==> src/rtl/rr_mux_sched.sv <==
// Round-robin scheduler for a shared FP ALU: picks one of 16 requesters, drives the
// operand-mux select, launches the unit with a one-cycle start, and aborts on a watchdog.
//
// state | meaning
// IDLE  | no transaction; arbitrate among pending requests from ptr onward
// BUSY  | granted requester owns the operand path until done or watchdog
module rr_mux_sched #(
  parameter int N       = 16,
  parameter int SELW    = 4,
  parameter int TIMEOUT = 255,
  parameter int CNTW    = 8
) (
  input  logic            clk,
  input  logic            reset,
  input  logic [0:N-1]    req,
  input  logic            done,
  output logic [0:N-1]    grant,
  output logic [0:SELW-1] sel,
  output logic            start,
  output logic            busy,
  output logic            timeout_err,
  output logic            err_sticky
);

  typedef enum logic {IDLE, BUSY} state_t;

  state_t          state;
  logic [SELW-1:0] ptr;
  logic [CNTW-1:0] cnt;
  logic [SELW-1:0] pick;
  logic            found;

  // Rotating priority search: ptr has highest priority, wrapping modulo N.
  always_comb begin
    logic [SELW-1:0] idx;
    pick  = '0;
    found = 1'b0;
    idx   = '0;
    for (int k = 0; k < N; k++) begin
      idx = ptr + SELW'(k);
      if (!found && req[idx]) begin
        pick  = idx;
        found = 1'b1;
      end
    end
  end

  always_ff @(posedge clk) begin
    if (reset) begin
      state       <= IDLE;
      grant       <= '0;
      sel         <= '0;
      start       <= 1'b0;
      busy        <= 1'b0;
      timeout_err <= 1'b0;
      err_sticky  <= 1'b0;
      ptr         <= '0;
      cnt         <= '0;
    end else begin
      start       <= 1'b0;
      timeout_err <= 1'b0;
      if (state == IDLE) begin
        if (found) begin
          sel         <= pick;
          grant       <= '0;
          grant[pick] <= 1'b1;
          start       <= 1'b1;
          busy        <= 1'b1;
          cnt         <= '0;
          state       <= BUSY;
        end
      end else begin
        // done takes precedence over a watchdog expiring on the same edge
        if (done || (cnt == CNTW'(TIMEOUT - 1))) begin
          grant       <= '0;
          busy        <= 1'b0;
          ptr         <= SELW'(sel) + SELW'(1);
          state       <= IDLE;
          if (!done) begin
            timeout_err <= 1'b1;
            err_sticky  <= 1'b1;
          end
        end else begin
          cnt <= cnt + 1'b1;
        end
      end
    end
  end

endmodule

==> config.mk <==
export PLATFORM = sky130hd
export DESIGN_NAME = rr_mux_sched
export DESIGN_NICKNAME = d
export VERILOG_FILES = /design/src/rtl/rr_mux_sched.sv
export SDC_FILE = /design/constraint.sdc
export NUM_CORES = 1
export LEC_CHECK = 0
export BUFFER_PORTS_ARGS = -buffer_cell sky130_fd_sc_hd__buf_2
export CORE_MARGIN = 5
export CORE_UTILIZATION = 60
export DETAILED_ROUTE_END_ITERATION = 12
export GPL_ROUTABILITY_DRIVEN = 0
export MAX_ROUTING_LAYER = met4
export PLACE_DENSITY_LB_ADDON = 0.05
export REMOVE_ABC_BUFFERS = 1
export SYNTH_ARGS = -nofsm -noshare
export SYNTH_HDL_FRONTEND = slang
export SYNTH_SLANG_ARGS = --single-unit
==> constraint.sdc <==
create_clock -name clk -period 8.11 [get_ports clk]
set_input_delay 0.4055 -clock clk [delete_from_list [all_inputs] [get_ports clk]]
set_output_delay 0.4055 -clock clk [all_outputs]
set_load 0.01 [all_outputs]
-- Word level (Yosys, flattened, before mapping)
Cells that the tools add are included.
- register bits: 37
- input bits: 19
- output and inout bits: 24
- logic and storage cells: 202
- add/sub/neg operators: 17
- order comparisons: 18
- equality and inequality tests: 3
- mux-type cells: 95
- bitwise operators: 20
- reduce and logical (&&, ||, !) cells: 40
- operators with widths (kind ; number):
    5-bit >= comparator, second input constant ; 17
    4-bit NOT with 5-bit output ; 17
    1-bit binary-select mux with 4-bit select ; 16
    4-bit 2-to-1 mux ; 16
    1-bit 2-to-1 mux ; 56
    16-bit 2-to-1 mux ; 3
    4-bit adder, second input constant ; 8
    8-bit 2-to-1 mux ; 3
    4-bit by 3-bit adder with 4-bit output, second input constant ; 4
    1-bit logical AND ; 16
    1-bit logical NOT ; 15
    4-bit by 1-bit adder with 4-bit output, second input constant ; 2
    4-bit by 2-bit adder with 4-bit output, second input constant ; 2
    8-bit by 1-bit adder with 8-bit output, second input constant ; 1
    8-bit == test, second input constant ; 1
    2-bit AND reduction ; 4
    5-bit by 1-bit less-than comparator with 1-bit output, second input constant ; 1
    1-bit demux with 4-bit select ; 1
    1-bit NOT ; 3
    3-bit AND reduction ; 1
    3-bit OR reduction ; 1
    2-bit by 1-bit inequality test with 1-bit output, second input constant ; 1
    2-bit inequality test, second input constant ; 1
    2-bit nonzero test ; 1
    2 further kinds ; 2

-- Logic depth before layout (Yosys ltp)
Gate-level depths: netlist of the first run.
- word-level depth: 57
- depth in mapped cells: 19
- mapped depth without buffers: 11

-- Least setup slack after synthesis of the first run
Ideal clock, no wire load.
- path type: reg2reg
- start point: reg ptr[1]
- end point: reg grant[1] in the netlist's numbering
- library setup time: 101 ps
- data arrival time: 4469 ps
- slack: 3540 ps
- stages on the path, launching flop included: 19
- buffers on the path: 8
- clock period less this slack: 4570 ps
- path through: dfxtp_1 > buf_6 > buf_6 > buf_6 > buf_2 > inv_1 > ha_1 > buf_2 > clkbuf_1 > mux4_1 > mux2_2 > mux2i_2 > nand2_2 > or3_1 > buf_2 > o32a_1 > or3_1 > buf_6 > o41ai_1
- cells in the longest elaborated chain, start to end: 57
- elaborated cells between the ends (all ways): 151
- those cells by class: 15 x add/sub; 2 x order compare; 84 x mux; 17 x bitwise; 33 x reduce/logical
- ends and longest elaborated chain (what ; RTL line ; source):
    start, declared ; 28 ; logic [SELW-1:0] ptr;
    start signal, assigned ; 77 ; ptr <= SELW'(sel) + SELW'(1);
    parallel branches: the longest is 57 deep, another holds 4-bit by 1-bit adder with 4-bit output ; -- ;
    end signal, assigned ; 65 ; grant <= '0;
    end signal, assigned by index ; 66 ; grant[pick] <= 1'b1;
    end signal, assigned ; 75 ; grant <= '0;
    end, declared ; 17 ; output logic [0:N-1] grant,
Parallel ways; which one is timed is not known. The select of a mux whose other input is x is not followed.
A chain may end at the register's enable or synchronous reset.

-- Worst setup path in the final report of the first run
- start point: reg ptr[2]
- end point: reg grant[12] in the netlist's numbering
Same word-level chain as after synthesis.

==> results of run 1 <==
stage by stage:
stage | instances | hold WS (ns) | total power, mW | instance area [um2]
after floorplan | 435 | 0.4746 | 0.4961 | 4030
after global placement | 577 | 0.4269 | 0.6009 | 4392
after detailed placement | 577 | 0.4285 | 0.6019 | 4392
after CTS | 585 | 0.3042 | 0.7694 | 4512
after global routing | 585 | 0.3017 | 0.8225 | 4512
final | 585 | 0.3102 | 0.7844 | 4512
cell usage after synthesis (7+ instances only):
| master | number | area [um2] |
|---|---|---|
| sky130_fd_sc_hd__a21oi_1 | 21 | 105.1 |
| sky130_fd_sc_hd__a31oi_1 | 11 | 68.82 |
| sky130_fd_sc_hd__buf_2 | 12 | 60.06 |
| sky130_fd_sc_hd__clkbuf_1 | 14 | 52.55 |
| sky130_fd_sc_hd__dfxtp_1 | 37 | 740.7 |
| sky130_fd_sc_hd__ha_1 | 10 | 125.1 |
| sky130_fd_sc_hd__inv_1 | 9 | 33.78 |
| sky130_fd_sc_hd__mux2_2 | 24 | 270.3 |
| sky130_fd_sc_hd__mux2i_1 | 26 | 260.3 |
| sky130_fd_sc_hd__mux4_2 | 27 | 608.1 |
| sky130_fd_sc_hd__nand2_1 | 49 | 183.9 |
| sky130_fd_sc_hd__nand3_1 | 12 | 60.06 |
| sky130_fd_sc_hd__nand4_1 | 11 | 68.82 |
| sky130_fd_sc_hd__nor2_1 | 41 | 153.9 |
| sky130_fd_sc_hd__nor3_1 | 7 | 35.03 |
| sky130_fd_sc_hd__o211ai_1 | 7 | 52.55 |
| sky130_fd_sc_hd__o21ai_0 | 18 | 90.09 |
| sky130_fd_sc_hd__o41ai_1 | 13 | 113.9 |
| sky130_fd_sc_hd__xnor2_1 | 9 | 78.83 |
| sky130_fd_sc_hd__xor2_1 | 9 | 78.83 |
final timing paths:
check	start	end	slack [ns]
worst max-delay path	ptr[2]$_SDFFE_PP0P_	grant[12]$_SDFFE_PP0P_	2.78
worst min-delay path	done	timeout_err$_SDFF_PP0_	0.31
worst max register to register	ptr[2]$_SDFFE_PP0P_	grant[12]$_SDFFE_PP0P_	2.78
worst min register to register	grant[4]$_SDFFE_PP0P_	grant[4]$_SDFFE_PP0P_	0.45
registers in the layout, indices dropped and copies added, names as in the netlist:
signal / flops
busy: 1
ptr: 4
state: 1
timeout_err: 1
grant: 16
sel: 4
start: 1
err_sticky: 1
cnt: 8
metal layers:
metal / vias up / track usage [%] / part of all wire (%)
met5: - / - / 0
met4: 0 / 8.664 / 3.2
met3: 48 / 7.853 / 12
met2: 270 / 40.51 / 44
met1: 1961 / 40.85 / 41
li1: 1855 / - / -
kinds of logic (layout without fill, tap and decap cells):
family | Yosys count | after routing | synth area share, %
AO/OA/AOI/OAI | 114 | 114 | 19.86
XOR/XNOR | 19 | 19 | 4.109
AND/OR/NAND/NOR | 158 | 158 | 18.56
multiplexers | 87 | 87 | 31.33
adder cells (fa/ha/maj) | 10 | 10 | 2.956
buffers and inverters | 44 | 64 | 5.675
flip-flops | 37 | 37 | 17.50
power groups by stage:
stage                     Sequential (mW)  Combinational [mW]  Clock, mW
after floorplan                     0.217               0.279          0
after global placement              0.204               0.397          0
after detailed placement            0.204               0.398          0
after CTS                           0.200               0.399      0.170
after global routing                0.201               0.444      0.178
final                               0.200               0.416      0.169
critical path: cells and delay by family (launching register included):
family	cells	cell delay [ns]
buf+inv	2	0.68
mux	2	0.67
fa+ha+maj	1	0.81
simple gates	4	1.74
compound gates	3	0.98
flops	1	0.31
final cells by class:
type,count,area (um2),area share (%)
Multi-Input combinational cell,388,3252,72.07
Sequential cell,37,742.0,16.44
Timing Repair Buffer,46,240.2,5.324
Tap cell,96,120.1,2.662
Clock buffer,6,82.58,1.830
Clock inverter,2,37.54,0.8319
Inverter,10,37.54,0.8319
==> impl.org, run 1 <==
** STA
- Number of hold-slack violations in the final timing report :: 0
- Of the available clock period, the critical path in the final layout requires 65.69%.
- Clock skew after layout :: approximately 0.0095 ns
- Setup TNS after final layout :: 0 ns
- Headroom to the max-slew limit came out at 24.13%.
- Worst setup slack after layout :: roughly 2.8 ns
- Slew of the pin with the lowest slew margin :: 1.133 ns
- Period minus WS final :: 5.327 ns
- Setup repair after global routing left no endpoint under its margin.
- The count of pins over their slew limit is 0.
- Final setup fails :: 0
- Timing would allow up to roughly 190 MHz.

** Synth
- Gate count after technology mapping :: 469
- Sequential fraction of the synthesis area :: between 10% and 20%
- Number of enable-type register cells in the synthesized netlist :: 0
- Count of cell types in the netlist :: 72
- After synthesis the cells add up to ~4200 um2.
- Synthesis-stage register bit count :: 37
- Number of synthesis warnings :: 0
- Ys flop type :: sky130_fd_sc_hd__dfxtp_1
- For this run, asynchronously set or reset flops after synthesis account for 0%.
- Syn Area/Cell :: 9.025 um2

** Route
- Summing over every cut layer, the via total after detailed routing is between 4000 and 5000.
- Summed over all layers, the routed wires come to 12290 um.
- Count of routing violations after the opening detailed-route iteration :: 473
- First-pass iteration count of the detailed router :: 7
- Detail Route Antenna Nets :: 0
- Routed wirelength normalized by instance count :: roughly 21 um
- After detailed routing, the number of remaining DRC violations is 0.
- Vias/cell :: 7.067

** Final layout
- The library cell used most frequently in the layout, excluding fill and tap cells, is sky130_fd_sc_hd__nand2_1.
- Fill cells in the final layout number 584.
- Nets :: 517
- At the end of the flow the core is filled with cells to 66.04%.
- Number of diodes :: 0
- The library cells used most frequently in the layout, excluding fill and tap cells, are sky130_fd_sc_hd__nand2_1, sky130_fd_sc_hd__buf_2, sky130_fd_sc_hd__nor2_1.
- Area growth from synthesis to final layout :: 6.592%
- The post-route netlist has 26.79% of its cells at a drive strength greater than 1.

** Clock network
- In this run the deepest clock path goes through 2 buffers.
- Post-CTS Hold Buffers :: 0
- The root buffer cell chosen for the clock tree is sky130_fd_sc_hd__clkbuf_8.
- Maximum level of the CTS H-tree :: 2
- Clock tree synthesis inserted a total of 5 buffers.
- Resized Gates After CTS :: 0
- Total clock sinks :: 37
- Clock latency of the later-clocked register in the worst-skew pair :: 0.29 ns
- Clock-pin slew was measured on the worst setup and hold paths at roughly 0.08 ns.
- The number of setup buffers added after CTS is 0.
- Clock tree from TritonCTS :: yes

** Pwr
- Combinational power share :: 53.0%
- Total leakage power :: 1.685 nW
- Sequential cell fraction of total power :: around 26%
- Across the VDD grid, the largest voltage drop is 0.0001220 V.
- In this run the power spent charging and discharging nets is 0.3381 mW.
- In this run the power density over the cells is 173.9 nW/um2.
- Clk pwr share :: around 22%
- Switching Share :: 43.10%
- The internal portion of the total power is about 0.45 mW.

** Die
- Core outline area :: ~6800 um2
- Horizontal die dimension :: 93.99 um
- Number of core rows :: 30
- Number of primary I/O pins :: 43
- The die is between 90 and 100 um tall.
- The die covers 8834 um2.
- For this configuration, the core starts out at a cell density of 61.96%.

** Global routing
- The number of antenna violations at the first check in global routing is 0.
- The first global-routing pass estimated 19870 um of wire.
- Overall track demand over capacity in global routing :: 28.95%
- The total overflow left after global routing is 0.
- Via count of the first global-routing pass :: about 3800
- Entering global routing, the biggest net connects 40 pins.

** Placement
- Detailed Place HPWL :: 8896 um
- Port-buffer cells :: 42
- Worst Setup Slack post-DPL :: 2.923 ns

** Setup path
- STA classifies the critical path endpoint as a flop.
- Of all nets on the critical path, the largest fanout is 24.
- The worst setup path is launched from a flop.
- The largest individual stage delay along the critical path comes from the cell sky130_fd_sc_hd__nor3b_2.
- Crit path kind :: flop to flop
- Cell count of the worst reg-to-reg path :: 12
- For the worst setup path, the data required time is 8.30 ns.
- Endpoint arrival time on the critical path :: about 5.5 ns
- Cells traversed along the worst timing path :: buf_4 -> clkinv_1 -> ha_1 -> mux4_2 -> mux2i_1 -> o211a_1 -> nand3_2 -> nor4_2 -> a31oi_1 -> nor3b_2 -> nand2_1 -> o41ai_1
- For this run, the slowest stage of the critical path takes 0.89 ns.

** Job
- Number of maximum-capacitance constraint violations :: 0

** Worst hold path
- The worst hold path passes through 2 cells.
- Worst min-delay path class :: input pin to flop

** Status
- Run status :: complete, no violations
(Power assumes the default switching activity.)
==> inputs of run 2 (changes only) <==
--- a/config.mk
+++ b/config.mk
@@ -7,7 +7,7 @@
 export LEC_CHECK = 0
 export BUFFER_PORTS_ARGS = -buffer_cell sky130_fd_sc_hd__buf_2
 export CORE_MARGIN = 5
-export CORE_UTILIZATION = 60
+export CORE_UTILIZATION = 55
 export DETAILED_ROUTE_END_ITERATION = 12
 export GPL_ROUTABILITY_DRIVEN = 0
 export MAX_ROUTING_LAYER = met4
==> constraint.sdc (replaced) <==
create_clock -name clk -period 4.8 [get_ports clk]
set_input_delay 0.24 -clock clk [delete_from_list [all_inputs] [get_ports clk]]
set_output_delay 0.24 -clock clk [all_outputs]
set_load 0.01 [all_outputs]
==> run 2 against run 1 <==
Worst hold slack got worse by 0.15 ns. Global-route usage decreased by 2.2 points. Maximum frequency increased by 22%. First-iteration DRC count decreased by 37%. Sequential power increased by 70%. Power increased by 62%. Critical path depth decreased by 1. Critical path type unchanged. Largest cell class unchanged.
==> impl.org, run 2 (synthesis results as in run 1) <==
** Status
- Run status :: complete, no violations

** Die
- The die extent in x was 97.73 um (+4.0%).
- Die area :: 9550 um2 (+8.1%)
- Overall die height :: 97.73 um (+4.0%)
- The number of core rows was 32 (+6.7%).
- Number of primary I/O pins :: 43 (unchanged)
- Core outline area :: 7607 um2 (+11%)
- Starting Density :: 55.64% (-6.3 points)

** Clock network
- Clock tree from TritonCTS :: yes
- Post-CTS Hold Buffers :: 0 (unchanged)
- The number of clock buffers inserted by TritonCTS was 5 (unchanged).
- Clock Tree Root :: sky130_fd_sc_hd__clkbuf_8
- Total clock sinks :: 37 (unchanged)
- Reg clk slew, reported paths :: 0.07 ns (about the same)
- The clock latency on the worst-skew pair was 0.28 ns (about the same).
- Bufs on Longest Clock Path :: 2 (unchanged)
- The number of buffers inserted to repair setup after CTS is 0 (unchanged).
- The number of instances resized during post-cts repair came to 0 (unchanged).
- The number of H-tree branching levels came to 2 (unchanged).

** STA
- The final number of hold-violating endpoints was 0 (unchanged).
- The worst slew margin relative to its limit came to 45.86% (+22 points).
- Period minus WS final :: 4.360 ns (-0.9678 ns)
- Max-slew violation count :: 0 (unchanged)
- Final setup fails :: 0 (unchanged)
- Worst hold slack :: 0.1579 ns (-0.1523 ns)
- Unrepaired setup endpoints after global routing :: no
- The final clock skew came to 0.004945 ns (-0.004586 ns).
- The ratio of final minimum period to clock period was 90.83% (+25 points).
- The achievable frequency is 229.4 MHz (+22%).
- Slew of the pin with the lowest slew margin :: 0.8063 ns (-0.3265 ns)

** Route
- The detailed-route DRC error count came to 0 (unchanged).
- Detail Route Antenna Nets :: 0 (unchanged)
- Count of routing violations after the opening detailed-route iteration :: 300 (-37%)
- Vias/cell :: 6.760 (-4.3%)
- First-pass iteration count of the detailed router :: 5 (-2)
- Number of vias in the routed layout :: 4063 (-1.7%)
- Wirelength, routed :: 12430 um (+1.1%)
- The routed length per instance came to 20.68 um (-1.6%).

** Setup path
- Element type at the critical path end :: flop
- Reg-to-reg setup timing slack :: 0.44 ns (-2.34 ns)
- Crit path kind :: flop to flop
- The worst setup path is launched from a flop.
- The maximum fanout along the worst path is 12 (-50%).
- The data arrival at the endpoint of the critical path was 4.53 ns (-0.99 ns).
- The endpoint required time on the critical path came to 4.97 ns (-3.33 ns).

** Pwr
- The largest voltage drop on the vdd net was 0.0002079 V (+70%).
- Total leakage power :: 1.726 nW (+2.4%)
- Total power density per cell area :: 278.4 nW/um2 (+60%)

** Global routing
- The first-pass GRT wire length came to 20190 um (+1.6%).
- The via count of the first global-routing pass is 3758 (-1.0%).
- The total overflow reported by the global router is 0 (unchanged).
- The pin count of the biggest net entering global routing came to 26 (-35%).
- The number of antenna violations at the first check in global routing is 0 (unchanged).
- The global-route usage over all layers was 26.80% (-2.2 points).

** Final layout
- Nets :: 528 (+2.1%)
- Fraction of the core area covered by cells at the end of the flow :: 60.05% (-6.0 points)
- In the layout the commonest cells are sky130_fd_sc_hd__nand2_1, sky130_fd_sc_hd__buf_2, sky130_fd_sc_hd__nor2_1.
- The number of antenna cells inserted was 0 (unchanged).
- Number of flip-flops under the largest register name :: 16 (unchanged)
- The fraction of layout instances using a drive strength above 1 was 28.06% (+1.3 points).
- Most flops, register :: grant
- The largest registers in the layout are grant (16), cnt (8).
- Area growth from synthesis to final layout :: 7.922%
- Commonest non-fill, non-tap cell in the layout :: sky130_fd_sc_hd__nand2_1

** Placement
- Port-buffer cells :: 42 (unchanged)
- Detailed Place HPWL :: 9387 um (+5.5%)

** Job
- The number of maximum-capacitance violations came to 0 (unchanged).

** Worst hold path
- Worst min-delay path class :: input pin to flop
-- run 2: routing by layer --
layer / vias to the layer above / part of all wire (%) / track usage, %
li1: 1871 / - / -
met1: 1916 / 43 / 37.93
met2: 240 / 44 / 38.59
met3: 36 / 9.5 / 5.528
met4: 0 / 3.0 / 7.881
met5: - / 0 / -
-- run 2: metrics by stage --
step	instance area, um2	power [mW]	cells	TNS (ns)	setup WS, ns
5_1_grt	4568	1.348	601	0	0.2611
6_report	4568	1.272	601	0	0.4404
2_1_floorplan	4030	0.8382	435	-8.733	-0.4967
4_1_cts	4568	1.256	601	0	0.5109
3_5_place_dp	4482	1.040	594	0	0.5454
3_3_place_gp	4482	1.038	594	0	0.6405
-- run 2: cell type report --
cell class	instances	area, um2
fillers	682	3039
well taps	102	127.6
flip-flops and latches	37	742.0
clock buffers	7	86.33
repair buffers	57	322.8
inverters	10	37.54
multi-input cells	388	3252
-- run 2: worst paths after layout --
kind | cells after the start | to | from
worst max-delay path | 11 | grant[8]$_SDFFE_PP0P_ | ptr[1]$_SDFFE_PP0P_
worst min-delay path | 2 | timeout_err$_SDFF_PP0_ | done
worst max register to register | 11 | grant[8]$_SDFFE_PP0P_ | ptr[1]$_SDFFE_PP0P_
worst min register to register | 1 | err_sticky$_SDFFE_PP0P_ | err_sticky$_SDFFE_PP0P_
-- run 2: worst max-delay path: stages, from the launching register on --
cell and delay [ns]:
sky130_fd_sc_hd__dfxtp_2 0.46, sky130_fd_sc_hd__inv_1 0.11, sky130_fd_sc_hd__ha_1 0.47, sky130_fd_sc_hd__mux4_2 0.64, sky130_fd_sc_hd__mux2_2 0.32, sky130_fd_sc_hd__mux2i_1 0.30, sky130_fd_sc_hd__nand3_2 0.17, sky130_fd_sc_hd__or3_1 0.48
sky130_fd_sc_hd__nor4_1 0.36, sky130_fd_sc_hd__o31ai_2 0.13, sky130_fd_sc_hd__or3_1 0.50, sky130_fd_sc_hd__o41ai_1 0.31
-- run 2: power breakdown --
part / total [mW] / switching [mW] / leakage [nW] / internal [mW]
Clock: 0.217 / 0.103 / 0.0443 / 0.114
Combinational: 0.714 / 0.440 / 1.38 / 0.274
Sequential: 0.341 / 0.0160 / 0.301 / 0.325
==> inputs of run 3 (changes only) <==
--- a/config.mk
+++ b/config.mk
@@ -7,7 +7,7 @@
 export LEC_CHECK = 0
 export BUFFER_PORTS_ARGS = -buffer_cell sky130_fd_sc_hd__buf_2
 export CORE_MARGIN = 5
-export CORE_UTILIZATION = 55
+export CORE_UTILIZATION = 60
 export DETAILED_ROUTE_END_ITERATION = 12
 export GPL_ROUTABILITY_DRIVEN = 0
 export MAX_ROUTING_LAYER = met4
==> constraint.sdc (replaced) <==
create_clock -name clk -period 5.05 [get_ports clk]
set_input_delay 0.2525 -clock clk [delete_from_list [all_inputs] [get_ports clk]]
set_output_delay 0.2525 -clock clk [all_outputs]
set_load 0.01 [all_outputs]
==> run 3 against run 2 <==
Critical path depth increased by 1. Flip-flop and latch count stayed put. Combinational power decreased by 5.3%. Via count is 0.89% higher. Sequential share of layout area about the same. Worst hold slack gained 0.0046 ns. Clock power is 20% higher. Non-clock buffer count fell by 1. Largest power group unchanged.
==> impl.org, run 3 (synthesis results as in run 1) <==
** Die
- The die outline area is 8834 um2 (-7.5%).
- The count of pins on the block boundary came to 43 (unchanged).
- Starting Density :: 61.96% (+6.3 points)
- The number of core rows came to 30 (-6.3%).
- Horizontal die dimension :: 93.99 um (-3.8%)
- Overall die height :: 93.99 um (-3.8%)
- Core outline area :: 6832 um2 (-10%)

** Setup path
- The signal on the critical path passes through buf_4 -> ha_1 -> xor2_1 -> mux2_2 -> mux2i_1 -> nand3_2 -> nor4_2 -> a31oi_1 -> buf_4 -> nor3b_2 -> nand2_1 -> o41ai_1.
- Crit path kind :: flop to flop
- Grouping stages by cell kind, the critical path spends the most delay in simple AND/OR/NAND/NOR gates.
- Element type at the critical path end :: flop
- Cell type with the highest occurrence count on the critical path :: sky130_fd_sc_hd__buf_4
- Library cell contributing the largest single delay on the critical path :: sky130_fd_sc_hd__nor3b_2
- The total buffers and inverters traversed by the critical path is 2 (+1).
- Kind of launch point of the worst setup path :: flop
- Reg-to-reg setup timing slack :: 0.42 ns (-0.02 ns)
- The endpoint required time on the critical path came to 5.25 ns (+0.28 ns).
- The critical path starts at ptr[1]$_SDFFE_PP0P_.
- Cell count of the worst reg-to-reg path :: 12 (+1)
- Endpoint arrival time on the critical path :: 4.82 ns (+0.29 ns)
- Critical-path maximum fanout :: 39 (+27)
- Worst r2r dst :: grant[5]$_SDFFE_PP0P_
- The worst register-to-register path begins at ptr[1]$_SDFFE_PP0P_.
- The peak per-stage delay on the critical path came to 0.76 ns (+0.12 ns).

** STA
- The slew of the pin with the lowest slew margin was 0.9246 ns (+0.1183 ns).
- Setup TNS after final layout :: 0 ns (unchanged)
- Final period util :: 91.61% (+0.78 points)
- Setup repair after global routing left no endpoint under its margin.
- The post-route worst setup slack came to 0.4238 ns (-0.01658 ns).
- Clock skew after layout :: 0.01122 ns (+0.006273 ns)
- Rel. slew slack :: 38.09% (-7.8 points)
- Max-slew violation count :: 0 (unchanged)
- The final number of hold-violating endpoints came to 0 (unchanged).
- Final setup fails :: 0 (unchanged)
- The minimum clock period after layout is 4.626 ns (+0.2666 ns).
- The achievable frequency is 216.2 MHz (-5.8%).

** Final layout
- The largest registers in the layout are grant (16), cnt (8).
- Fillers :: 581 (-15%)
- Area growth from synthesis to final layout :: 8.247%
- The fraction of layout instances using a drive strength above 1 is 28.26% (+0.20 points).
- The flip-flop count of the largest register after layout is 16 (unchanged).
- Commonest non-fill, non-tap cell in the layout :: sky130_fd_sc_hd__nand2_1
- Number of diodes :: 0 (unchanged)
- Nets :: 527 (-0.19%)
- The top cell types in the final layout, fill and taps aside, are sky130_fd_sc_hd__nand2_1, sky130_fd_sc_hd__buf_2, sky130_fd_sc_hd__nor2_1.
- The total non-filler cell area in the finished layout was 4582 um2 (+0.30%).
- The area taken by multi-input logic gates came to 3252 um2 (unchanged).
- Most flops, register :: grant
- The sequential standard cell area is 742.0 um2 (unchanged).

** Worst hold path
- Terminating pin of the worst hold path :: timeout_err$_SDFF_PP0_
- The number of instances on the worst hold path was 2 (unchanged).
- The worst hold path begins at done.
- The tightest min-delay check is of the input pin to flop type.

** Placement
- The final HPWL from detailed placement was 9172 um (-2.3%).
- Worst Setup Slack post-DPL :: 0.5456 ns (+0.0001930 ns)
- The total placed instance area was 4467 um2 (-0.34%).
- The count of input and output buffers came to 42 (unchanged).

** Clock network
- The clock slew at the register clock pins of the worst setup and hold paths is 0.09 ns (+0.02 ns).
- Clock tree from TritonCTS :: yes
- # Post-CTS Setup Buffers :: 0 (unchanged)
- Clock tree synthesis selected as its root buffer the cell sky130_fd_sc_hd__clkbuf_8.
- The CTS sink count is 37 (unchanged).
- Num CTS Buffers :: 5 (unchanged)
- The number of H-tree branching levels was 2 (unchanged).
- The number of instances resized during post-cts repair is 0 (unchanged).
- Clock latency of the later-clocked register in the worst-skew pair :: 0.30 ns (+0.02 ns)
- Bufs on Longest Clock Path :: 2 (unchanged)
- The number of buffers added to fix hold violations after cts was 0 (unchanged).

** Route
- Number of vias in the routed layout :: 4099 (+0.89%)
- Detail Route Antenna Nets :: 0 (unchanged)
- Vias/cell :: 6.889 (+1.9%)
- Routed wirelength normalized by instance count :: 20.68 um (about the same)
- Wirelength, routed :: 12300 um (-1.0%)
- Count of unresolved DRC violations after routing :: 0 (unchanged)
- The number of DRC markers after the initial detailed-route iteration was 506 (+69%).
- The first-pass detailed-route iteration total is 5 (unchanged).

** Global routing
- The met1 layer usage reported by global route came to 42.05% (+4.1 points).
- The met2 track demand over resource in global routing came to 43.35% (+4.8 points).
- The global-route usage over all layers was 29.14% (+2.3 points).
- Antenna violations before repair :: 0 (unchanged)
- The pin count of the biggest net entering global routing was 40 (+54%).
- The first-pass GRT wire length is 19980 um (-1.0%).
- The total overflow reported by the global router came to 0 (unchanged).
- Via count of the first global-routing pass :: 3881 (+3.3%)
- Global-route layer with the greatest usage :: met2
- Met3 usage in global routing :: 4.407% (-1.1 points)

** Pwr
- The final total power came to 1.260 mW (-0.91%).
- The power density normalized to cell area came to 275.0 nW/um2 (-1.2%).
- The leakage power is 1.731 nW (+0.28%).
- The largest voltage drop on the vdd net came to 0.0001913 V (-8.0%).

** Status
- Run status :: complete, no violations

** Job
- Number of maximum-capacitance constraint violations :: 0 (unchanged)
run 3: changes by cell type in the layout (fill, tap and decap cells not counted):
| cell | delta |
|---|---|
| sky130_fd_sc_hd__buf_4 | -1 |
| sky130_fd_sc_hd__bufinv_16 | +1 |
| sky130_fd_sc_hd__clkbuf_1 | -1 |
| sky130_fd_sc_hd__clkbuf_8 | -1 |
| sky130_fd_sc_hd__clkinv_4 | +1 |
| sky130_fd_sc_hd__clkinvlp_4 | +1 |
run 3: stage by stage:
step	hold WS [ns]	std cells	util, %
4_1_cts	0.1514	595	67.07
2_1_floorplan	0.3216	435	-
3_3_place_gp	0.4301	587	65.38
6_report	0.1625	595	67.07
5_1_grt	0.1560	595	67.07
3_5_place_dp	0.4290	587	65.38
run 3: final cells by class:
class / instances / area share, %
clock buffer: 5 / 1.502
clock inverter: 3 / 1.010
inverter: 10 / 0.8192
multi-input combinational: 388 / 70.97
sequential: 37 / 16.19
tap: 96 / 2.622
timing repair buffer: 56 / 6.881
run 3: worst reg2reg max path, delay by kind of cell (launching register included):
family          cells  cell delay (ns)
flops               1             0.33
xor+xnor            1             0.50
mux                 2             0.73
simple gates        4             1.59
compound gates      2             0.25
fa+ha+maj           1             0.47
buf+inv             2             0.67
run 3: worst max path at each step:
stage	to	slack [ns]	depth (start not counted)
CTS	grant[3]$_SDFFE_PP0P_	0.52	12
global route	grant[5]$_SDFFE_PP0P_	0.10	12
global placement	grant[10]$_SDFFE_PP0P_	0.72	14
floorplan	grant[11]$_SDFFE_PP0P_	-0.25	11
detailed placement	grant[2]$_SDFFE_PP0P_	0.55	12
finish	grant[5]$_SDFFE_PP0P_	0.42	12
run 3: layer usage:
metal	routed length (um)	share of wire, %
met1	5255	43
met2	5637	46
met3	1177	9.6
met4	233	1.9
met5	0	0
run 3: power by group:
group / leakage (nW) / switching, mW / internal, mW
sequential: 0.301 / 0.0140 / 0.309
clock: 0.0543 / 0.114 / 0.148
combinational: 1.38 / 0.416 / 0.260
